===== src/rtl/demux_1x4_nbit_if.sv =====
// Bus bundle for the 1-to-4 demultiplexer: one producer-side stream and four
// consumer-side channels, each with its own valid/ready pair.
interface demux_1x4_nbit_if #(
    parameter int n = 4
);
    logic         in_valid;
    logic         in_ready;
    logic [n-1:0] w;
    logic [1:0]   s;
    logic         mode;
    logic [n-1:0] f0;
    logic [n-1:0] f1;
    logic [n-1:0] f2;
    logic [n-1:0] f3;
    logic         v0;
    logic         v1;
    logic         v2;
    logic         v3;
    logic         r0;
    logic         r1;
    logic         r2;
    logic         r3;

    modport slave (
        input  in_valid, w, s, mode, r0, r1, r2, r3,
        output in_ready, f0, f1, f2, f3, v0, v1, v2, v3
    );

    modport master (
        output in_valid, w, s, mode, r0, r1, r2, r3,
        input  in_ready, f0, f1, f2, f3, v0, v1, v2, v3
    );
endinterface


===== src/rtl/demux_1x4_nbit.sv =====
// Registered 1-to-4 demultiplexer: steers one valid/ready stream into four
// single-word output registers, by explicit select or by round-robin pointer.
module demux_1x4_nbit #(
    parameter int n = 4
) (
    input logic             clk,
    input logic             rst_n,
    demux_1x4_nbit_if.slave bus
);

    logic [n-1:0] f_q [4];
    logic [3:0]   v_q;
    logic [1:0]   ptr_q;

    logic [3:0]   r_vec;
    logic [1:0]   t;
    logic         in_ready;
    logic         accept;
    logic [3:0]   load;

    assign r_vec = {bus.r3, bus.r2, bus.r1, bus.r0};

    // A full target that drains this cycle still has room for the new word.
    always_comb begin
        t        = bus.mode ? ptr_q : bus.s;
        in_ready = rst_n & (~v_q[t] | r_vec[t]);
        accept   = bus.in_valid & in_ready;
        load     = 4'b0000;
        if (accept) begin
            load[t] = 1'b1;
        end
    end

    always_ff @(posedge clk) begin
        if (!rst_n) begin
            for (int k = 0; k < 4; k++) begin
                f_q[k] <= '0;
            end
            v_q   <= 4'b0000;
            ptr_q <= 2'd0;
        end else begin
            for (int k = 0; k < 4; k++) begin
                if (load[k]) begin
                    f_q[k] <= bus.w;
                    v_q[k] <= 1'b1;
                end else if (v_q[k] && r_vec[k]) begin
                    v_q[k] <= 1'b0;
                end
            end
            if (accept && bus.mode) begin
                ptr_q <= ptr_q + 2'd1;
            end
        end
    end

    assign bus.in_ready = in_ready;
    assign bus.f0       = f_q[0];
    assign bus.f1       = f_q[1];
    assign bus.f2       = f_q[2];
    assign bus.f3       = f_q[3];
    assign bus.v0       = v_q[0];
    assign bus.v1       = v_q[1];
    assign bus.v2       = v_q[2];
    assign bus.v3       = v_q[3];

endmodule


===== src/flat_wrapper.sv =====
// flat-port wrapper written by rule: the top's interface ports become plain ports
module demux_1x4_nbit_flat 
#(
    parameter int n = 4
)
  (clk, rst_n, bus_in_valid, bus_w, bus_s, bus_mode, bus_r0, bus_r1, bus_r2, bus_r3, bus_in_ready, bus_f0, bus_f1, bus_f2, bus_f3, bus_v0, bus_v1, bus_v2, bus_v3);
  demux_1x4_nbit_if #(.n(n)) bus_i ();
  input logic clk;
  input logic rst_n;
  input wire logic [$bits(bus_i.in_valid)-1:0] bus_in_valid;
  input wire logic [$bits(bus_i.w)-1:0] bus_w;
  input wire logic [$bits(bus_i.s)-1:0] bus_s;
  input wire logic [$bits(bus_i.mode)-1:0] bus_mode;
  input wire logic [$bits(bus_i.r0)-1:0] bus_r0;
  input wire logic [$bits(bus_i.r1)-1:0] bus_r1;
  input wire logic [$bits(bus_i.r2)-1:0] bus_r2;
  input wire logic [$bits(bus_i.r3)-1:0] bus_r3;
  output wire logic [$bits(bus_i.in_ready)-1:0] bus_in_ready;
  output wire logic [$bits(bus_i.f0)-1:0] bus_f0;
  output wire logic [$bits(bus_i.f1)-1:0] bus_f1;
  output wire logic [$bits(bus_i.f2)-1:0] bus_f2;
  output wire logic [$bits(bus_i.f3)-1:0] bus_f3;
  output wire logic [$bits(bus_i.v0)-1:0] bus_v0;
  output wire logic [$bits(bus_i.v1)-1:0] bus_v1;
  output wire logic [$bits(bus_i.v2)-1:0] bus_v2;
  output wire logic [$bits(bus_i.v3)-1:0] bus_v3;
  assign bus_i.in_valid = bus_in_valid;
  assign bus_i.w = bus_w;
  assign bus_i.s = bus_s;
  assign bus_i.mode = bus_mode;
  assign bus_i.r0 = bus_r0;
  assign bus_i.r1 = bus_r1;
  assign bus_i.r2 = bus_r2;
  assign bus_i.r3 = bus_r3;
  assign bus_in_ready = bus_i.in_ready;
  assign bus_f0 = bus_i.f0;
  assign bus_f1 = bus_i.f1;
  assign bus_f2 = bus_i.f2;
  assign bus_f3 = bus_i.f3;
  assign bus_v0 = bus_i.v0;
  assign bus_v1 = bus_i.v1;
  assign bus_v2 = bus_i.v2;
  assign bus_v3 = bus_i.v3;
  demux_1x4_nbit #(.n(n)) u_core (.clk(clk), .rst_n(rst_n), .bus(bus_i));
endmodule

===== config.mk =====
export PLATFORM = sky130hd
export DESIGN_NAME = demux_1x4_nbit_flat
export DESIGN_NICKNAME = d
export VERILOG_FILES = /design/src/rtl/demux_1x4_nbit_if.sv /design/src/rtl/demux_1x4_nbit.sv /design/src/flat_wrapper.sv
export SDC_FILE = /design/constraint.sdc
export NUM_CORES = 1
export LEC_CHECK = 0
export ABC_AREA = 1
export CAP_MARGIN = 0
export CELL_PAD_IN_SITES_DETAIL_PLACEMENT = 0
export CELL_PAD_IN_SITES_GLOBAL_PLACEMENT = 1
export CORE_ASPECT_RATIO = 0.5
export CORE_MARGIN = 2
export CORE_UTILIZATION = 32
export DETAILED_ROUTE_END_ITERATION = 8
export PLACE_DENSITY = 0.87
export SKIP_LAST_GASP = 1
export SYNTH_ARGS = -nofsm -noshare
export SYNTH_HDL_FRONTEND = slang
export SYNTH_SLANG_ARGS = --single-unit

===== constraint.sdc =====
create_clock -name clk -period 1.94 [get_ports clk]
set_clock_uncertainty 0.1 [all_clocks]
set_input_delay 0.388 -clock clk [delete_from_list [all_inputs] [get_ports clk]]
set_output_delay 0.388 -clock clk [all_outputs]
set_load 0.03 [all_outputs]

-- Word level (Yosys, flattened, before mapping)
Memories as Yosys holds them, arrays and structs flattened.
Cells that the tools add are included.
- ROM bits: 0
- output and inout bits: 21
- latch bits: 0
- RAM bits: 16
- input bits: 14
- word-level logic and storage cells: 60
- register bits: 6
- memories kept: 1
- mux-type cells: 33
- add/sub/neg operators: 1
- bitwise gates (word level): 8
- equal/unequal tests: 0
- shift-type cells: 0
- divide/modulo/power cells: 0
- magnitude comparators: 2
- multiply operators: 0
- reduce and logical (&&, ||, !) cells: 10
- memory list (memory ; words ; bits a word ; rd ports ; clocked after Yosys merged registers in ; wr ports ; RTL line ; text):
    u_core.f_q ; 4 ; 4 ; 4 ; 0 ; 4 ; demux_1x4_nbit.sv:11 ; logic [n-1:0] f_q [4];
- operators by type and width (kind ; number):
    two-way mux 1 bit ; 24
    two-way mux 4 bit ; 5
    nonzero test 2 bit ; 4
    logical AND 1 bit ; 6
    OR 1 bit ; 5
    binary-select mux 1 bit (select 2 bit) ; 2
    < comparator 2 x 3 -> 1 bit, second input constant ; 1
    adder 2 x 1 -> 2 bit, second input constant ; 1
    bitwise AND 1 bit ; 2
    demux 1 bit (select 2 bit) ; 1
    >= comparator 2 x 1 -> 1 bit, second input constant ; 1
    two-way mux 2 bit ; 1
    NOT 1 bit ; 1

-- Logic depth before layout (Yosys ltp)
- depth after elaboration: 12
- gate-level depth with buffers: 12

-- Worst setup path after synthesis
No wires, ideal clock.
- path type: input port to flip-flop
- start: input bus_mode
- end: memory u_core.f_q[0][0] (enable)
- data arrival time: 1.453 ns
- slack: 0.079 ns
- required time: 1.532 ns
- stages: 9
- cell sequence: nand2_1 > nand2_2 > nand2_1 > nand2_1 > nand2_1 > nand2_2 > a21oi_4 > nand3_2 > nand2_1
- RTL lines (element ; RTL line ; text):
    start: declaration ; flat_wrapper.sv:13 ; input wire logic [$bits(bus_i.mode)-1:0] bus_mode;
    end: declaration ; demux_1x4_nbit.sv:11 ;

-- Final worst setup path
- start: input bus_r2
- end: output bus_in_ready
- cells in the longest elaborated chain, start to end: 4
- RTL lines (element ; RTL line ; text):
    start: declaration ; flat_wrapper.sv:16 ; input wire logic [$bits(bus_i.r2)-1:0] bus_r2;
    binary-select mux 1 bit (select 2 bit) ; demux_1x4_nbit.sv:26 ; in_ready = rst_n & (~v_q[t] | r_vec[t]);
    two-way mux 1 bit (not written as such) ; demux_1x4_nbit.sv:26 ;
    OR 1 bit ; demux_1x4_nbit.sv:26 ;
    bitwise AND 1 bit ; demux_1x4_nbit.sv:26 ;
    end: declaration ; flat_wrapper.sv:18 ; output wire logic [$bits(bus_i.in_ready)-1:0] bus_in_ready;
No other way between the ends. The select of a mux whose other input is x is not followed.

==> impl_metrics.env <==
export IMPL_run_status="completed"
export IMPL_tritoncts_num_buffers=3
export IMPL_initial_core_util_pct=33.7
export IMPL_critPathMaxFanout=2
export IMPL_yosysTopAreaCellShare_pct=47.6
export IMPL_post_layout_total_power_mw=1.21
export IMPL_timing_fmax_mhz=525
export IMPL_grt_antenna_before_repair=0
export IMPL_final_layout_size_suffix_gt1_share_pct=29.3
export IMPL_cellPowerDensity_nw_per_um2=737
export IMPL_fp_dieH_um=43.7
export IMPL_route_detailed_wl_per_inst_um=11.9
export IMPL_htree_levels=1
export IMPL_design_die_area_um2=3640
export IMPL_finalSetupViolCount=0
export IMPL_vias_per_cell=4.37
export IMPL_port_buffers=34
export IMPL_vias=904
export IMPL_numPlacedInstances=200
export IMPL_netlist_instances=114
export IMPL_clock_path_buffers=2
export IMPL_finalCoreUtilization_pct=54.8
export IMPL_route_layer_met1_wl_um=1080
export IMPL_critical_path_cell_chain="clkdlybuf4s50_1 > nand3_2 > nand2_2 > nor2_4 > a21oi_4 > buf_6"
export IMPL_pin_slew_with_the_least_headroom_to_its_limit_ns=0.323
export IMPL_place_congestion=0.801
export IMPL_power_static_leakage_nw=0.735
export IMPL_finalWorstPathRequiredPeriod_ns=1.90
export IMPL_drv_slew=0
export IMPL_synthToLayoutAreaGrowth_pct=62.9
export IMPL_rows=14
export IMPL_synth_seq_cells=22
export IMPL_grt_setup_unrepaired="true"
export IMPL_nNetsFinal=182
export IMPL_timing_critical_path_to_type="output pin"
export IMPL_post_route_worst_setup_slack_ns=0.0350
export IMPL_wire_length_of_the_first_global_routing_pass_um=3840
export IMPL_timing_worst_setup_path_type="in -> out"
export IMPL_drc=0
export IMPL_yosys_warnings=0
export IMPL_timing_critical_path_arrival_ns=1.42
export IMPL_route_met2_wl_um=1260
export IMPL_final_report_hold_violation_count=0
export IMPL_synth_cell_type_count=14
export IMPL_cp_start_kind="input port"
export IMPL_syn_avg_cell_area_um2=8.85
export IMPL_cts_hold_repair_buffers=0
export IMPL_antenna_cells=0
export IMPL_synth_largest_area_cell="sky130_fd_sc_hd__edfxtp_1"
export IMPL_total_congestion_overflow=0
export IMPL_mappedNetlistNets=128
export IMPL_first_global_vias=856
export IMPL_postRouteAntennaNets=0
export IMPL_design_core_area_um2=3000
export IMPL_clock_sinks=22
export IMPL_clkTransAtPathRegs_ns=0.08
export IMPL_maxUsedRoutingLayer="met4"
export IMPL_timing_max_slew_rel_slack_pct=78.4
export IMPL_cp_slowest_cell="sky130_fd_sc_hd__clkdlybuf4s50_1"
export IMPL_place_worst_setup_slack_ns=-0.471
export IMPL_dieWidth_um=83.4
export IMPL_hp_class="in -> reg"
export IMPL_seq_area_frac_synth_pct=59.6
export IMPL_aggregate_global_route_resource_usage_pct=13.5
export IMPL_timing_critical_path_slowest_cell_delay_ns=0.50
export IMPL_finalWirelength_um=2460
export IMPL_dp_final_hpwl_um=1780
export IMPL_worstSkewPairLatency_ns=0.26
export IMPL_clock_tree_root_cell="sky130_fd_sc_hd__clkbuf_8"
export IMPL_synth_cell_area_um2=1010
export IMPL_final_instance_count_excl_fill=207
export IMPL_total_met3_wirelength_after_detailed_routing_um=102
export IMPL_dr_first_iter_drc_count=42
export IMPL_timing_critical_path_required_ns=1.45
export IMPL_synth_top_cells_by_area="sky130_fd_sc_hd__edfxtp_1 48%, sky130_fd_sc_hd__nand2_1 12%, sky130_fd_sc_hd__dfxtp_1 12%"
export IMPL_final_min_period_over_clock_period_pct=98.2
export IMPL_cap_viol_max_count=0
export IMPL_boundaryPins=35
export IMPL_cts_tree="done"
export IMPL_maximum_number_of_pins_on_one_net_before_global_route_repair=14
export IMPL_firstDrtPassIters=4
export IMPL_irDropWorstVdd_mv=0.275
## state kept, by name, indices dropped and copies added, names as in the netlist
signal / count
u_core.v_q: 4
u_core.f_q: 16
u_core.ptr_q: 2
## layout make-up
| type | count | area [µm²] |
|---|---|---|
| tap | 40 | 50.0 |
| timing repair buffer | 50 | 460 |
| multi-input combinational | 75 | 399 |
| fill | 262 | 1350 |
| inverter | 16 | 60.1 |
| sequential | 22 | 602 |
| clock inverter | 1 | 30.0 |
| clock buffer | 3 | 41.3 |
## synthesized netlist by cell type
cell	n
sky130_fd_sc_hd__nand2_1	33
sky130_fd_sc_hd__clkbuf_1	1
sky130_fd_sc_hd__a21oi_1	4
sky130_fd_sc_hd__nor2_1	23
sky130_fd_sc_hd__nand2_2	3
sky130_fd_sc_hd__nand3_1	4
sky130_fd_sc_hd__dfxtp_1	6
sky130_fd_sc_hd__inv_1	14
sky130_fd_sc_hd__edfxtp_1	16
sky130_fd_sc_hd__nand4_1	2
sky130_fd_sc_hd__a21oi_4	1
sky130_fd_sc_hd__inv_2	2
sky130_fd_sc_hd__nand3_2	4
sky130_fd_sc_hd__a31oi_1	1
## cells by family (layout without fill, tap and decap cells)
logic type             Yosys count  after routing  synth area share (%)
AND/OR/NAND/NOR                 69             69                  29.9
flip-flops                      22             22                  59.6
AO/OA/AOI/OAI                    6              6                  4.22
buffers and inverters           17             70                  6.33
## path summary, 6_finish.rpt
kind,endpoint,slack (ns),cells past startpoint,startpoint
max,bus_in_ready,0.04,6,bus_r2
min,u_core.v_q[3]$_SDFFE_PN0P_,0.36,4,bus_r3
max reg2reg,u_core.f_q[0][2]$_SDFFCE_PN0P_,0.14,11,u_core.ptr_q[0]$_SDFFE_PN0P_
min reg2reg,u_core.v_q[0]$_SDFFE_PN0P_,0.38,2,u_core.v_q[0]$_SDFFE_PN0P_
## metrics by stage
stage	cell area, µm²	hold slack [ns]	setup TNS (ns)
5_1_grt	1640	0.383	-0.0154
2_1_floorplan	1010	0.404	0
3_5_place_dp	1490	0.370	-15.90
6_report	1640	0.364	0
3_3_place_gp	1490	0.368	-14.86
4_1_cts	1590	0.383	0
## per-layer routing
layer  track usage (%)  vias up
met5                 0        -
met2              24.4       19
met3              3.24        2
met1              17.1      417
li1                  -      466
met4              2.95        0
## placed cells by master, fill, tap and decap left out, types with 2 or more instances in the layout
cell | synthesis | routed
sky130_fd_sc_hd__a21oi_1 | 4 | 4
sky130_fd_sc_hd__buf_4 | 0 | 16
sky130_fd_sc_hd__clkbuf_8 | 0 | 3
sky130_fd_sc_hd__clkdlybuf4s50_1 | 0 | 29
sky130_fd_sc_hd__dfxtp_1 | 6 | 5
sky130_fd_sc_hd__edfxtp_1 | 16 | 16
sky130_fd_sc_hd__inv_1 | 14 | 12
sky130_fd_sc_hd__inv_2 | 2 | 4
sky130_fd_sc_hd__nand2_1 | 33 | 24
sky130_fd_sc_hd__nand2_2 | 3 | 11
sky130_fd_sc_hd__nand3_2 | 4 | 8
sky130_fd_sc_hd__nand4_1 | 2 | 2
sky130_fd_sc_hd__nor2_1 | 23 | 22
## critical path: cells and delay by family
family	cells	cell delay [ns]
AO/OA/AOI/OAI	1	0.14
buffers and inverters	2	0.65
AND/OR/NAND/NOR	3	0.23
## power breakdown
part	internal [mW]	switching (mW)	total, mW
Sequential	0.529	0.00768	0.537
Combinational	0.106	0.139	0.244
Clock	0.276	0.154	0.429
## timing repair
action	CTS	global route
pin swaps	5	9
gates resized for setup	10	19
setup buffers	2	1
setup endpoints to repair	38	17
endpoints found under the hold margin	0	0
Note: power is estimated with default switching activity, not from simulation.
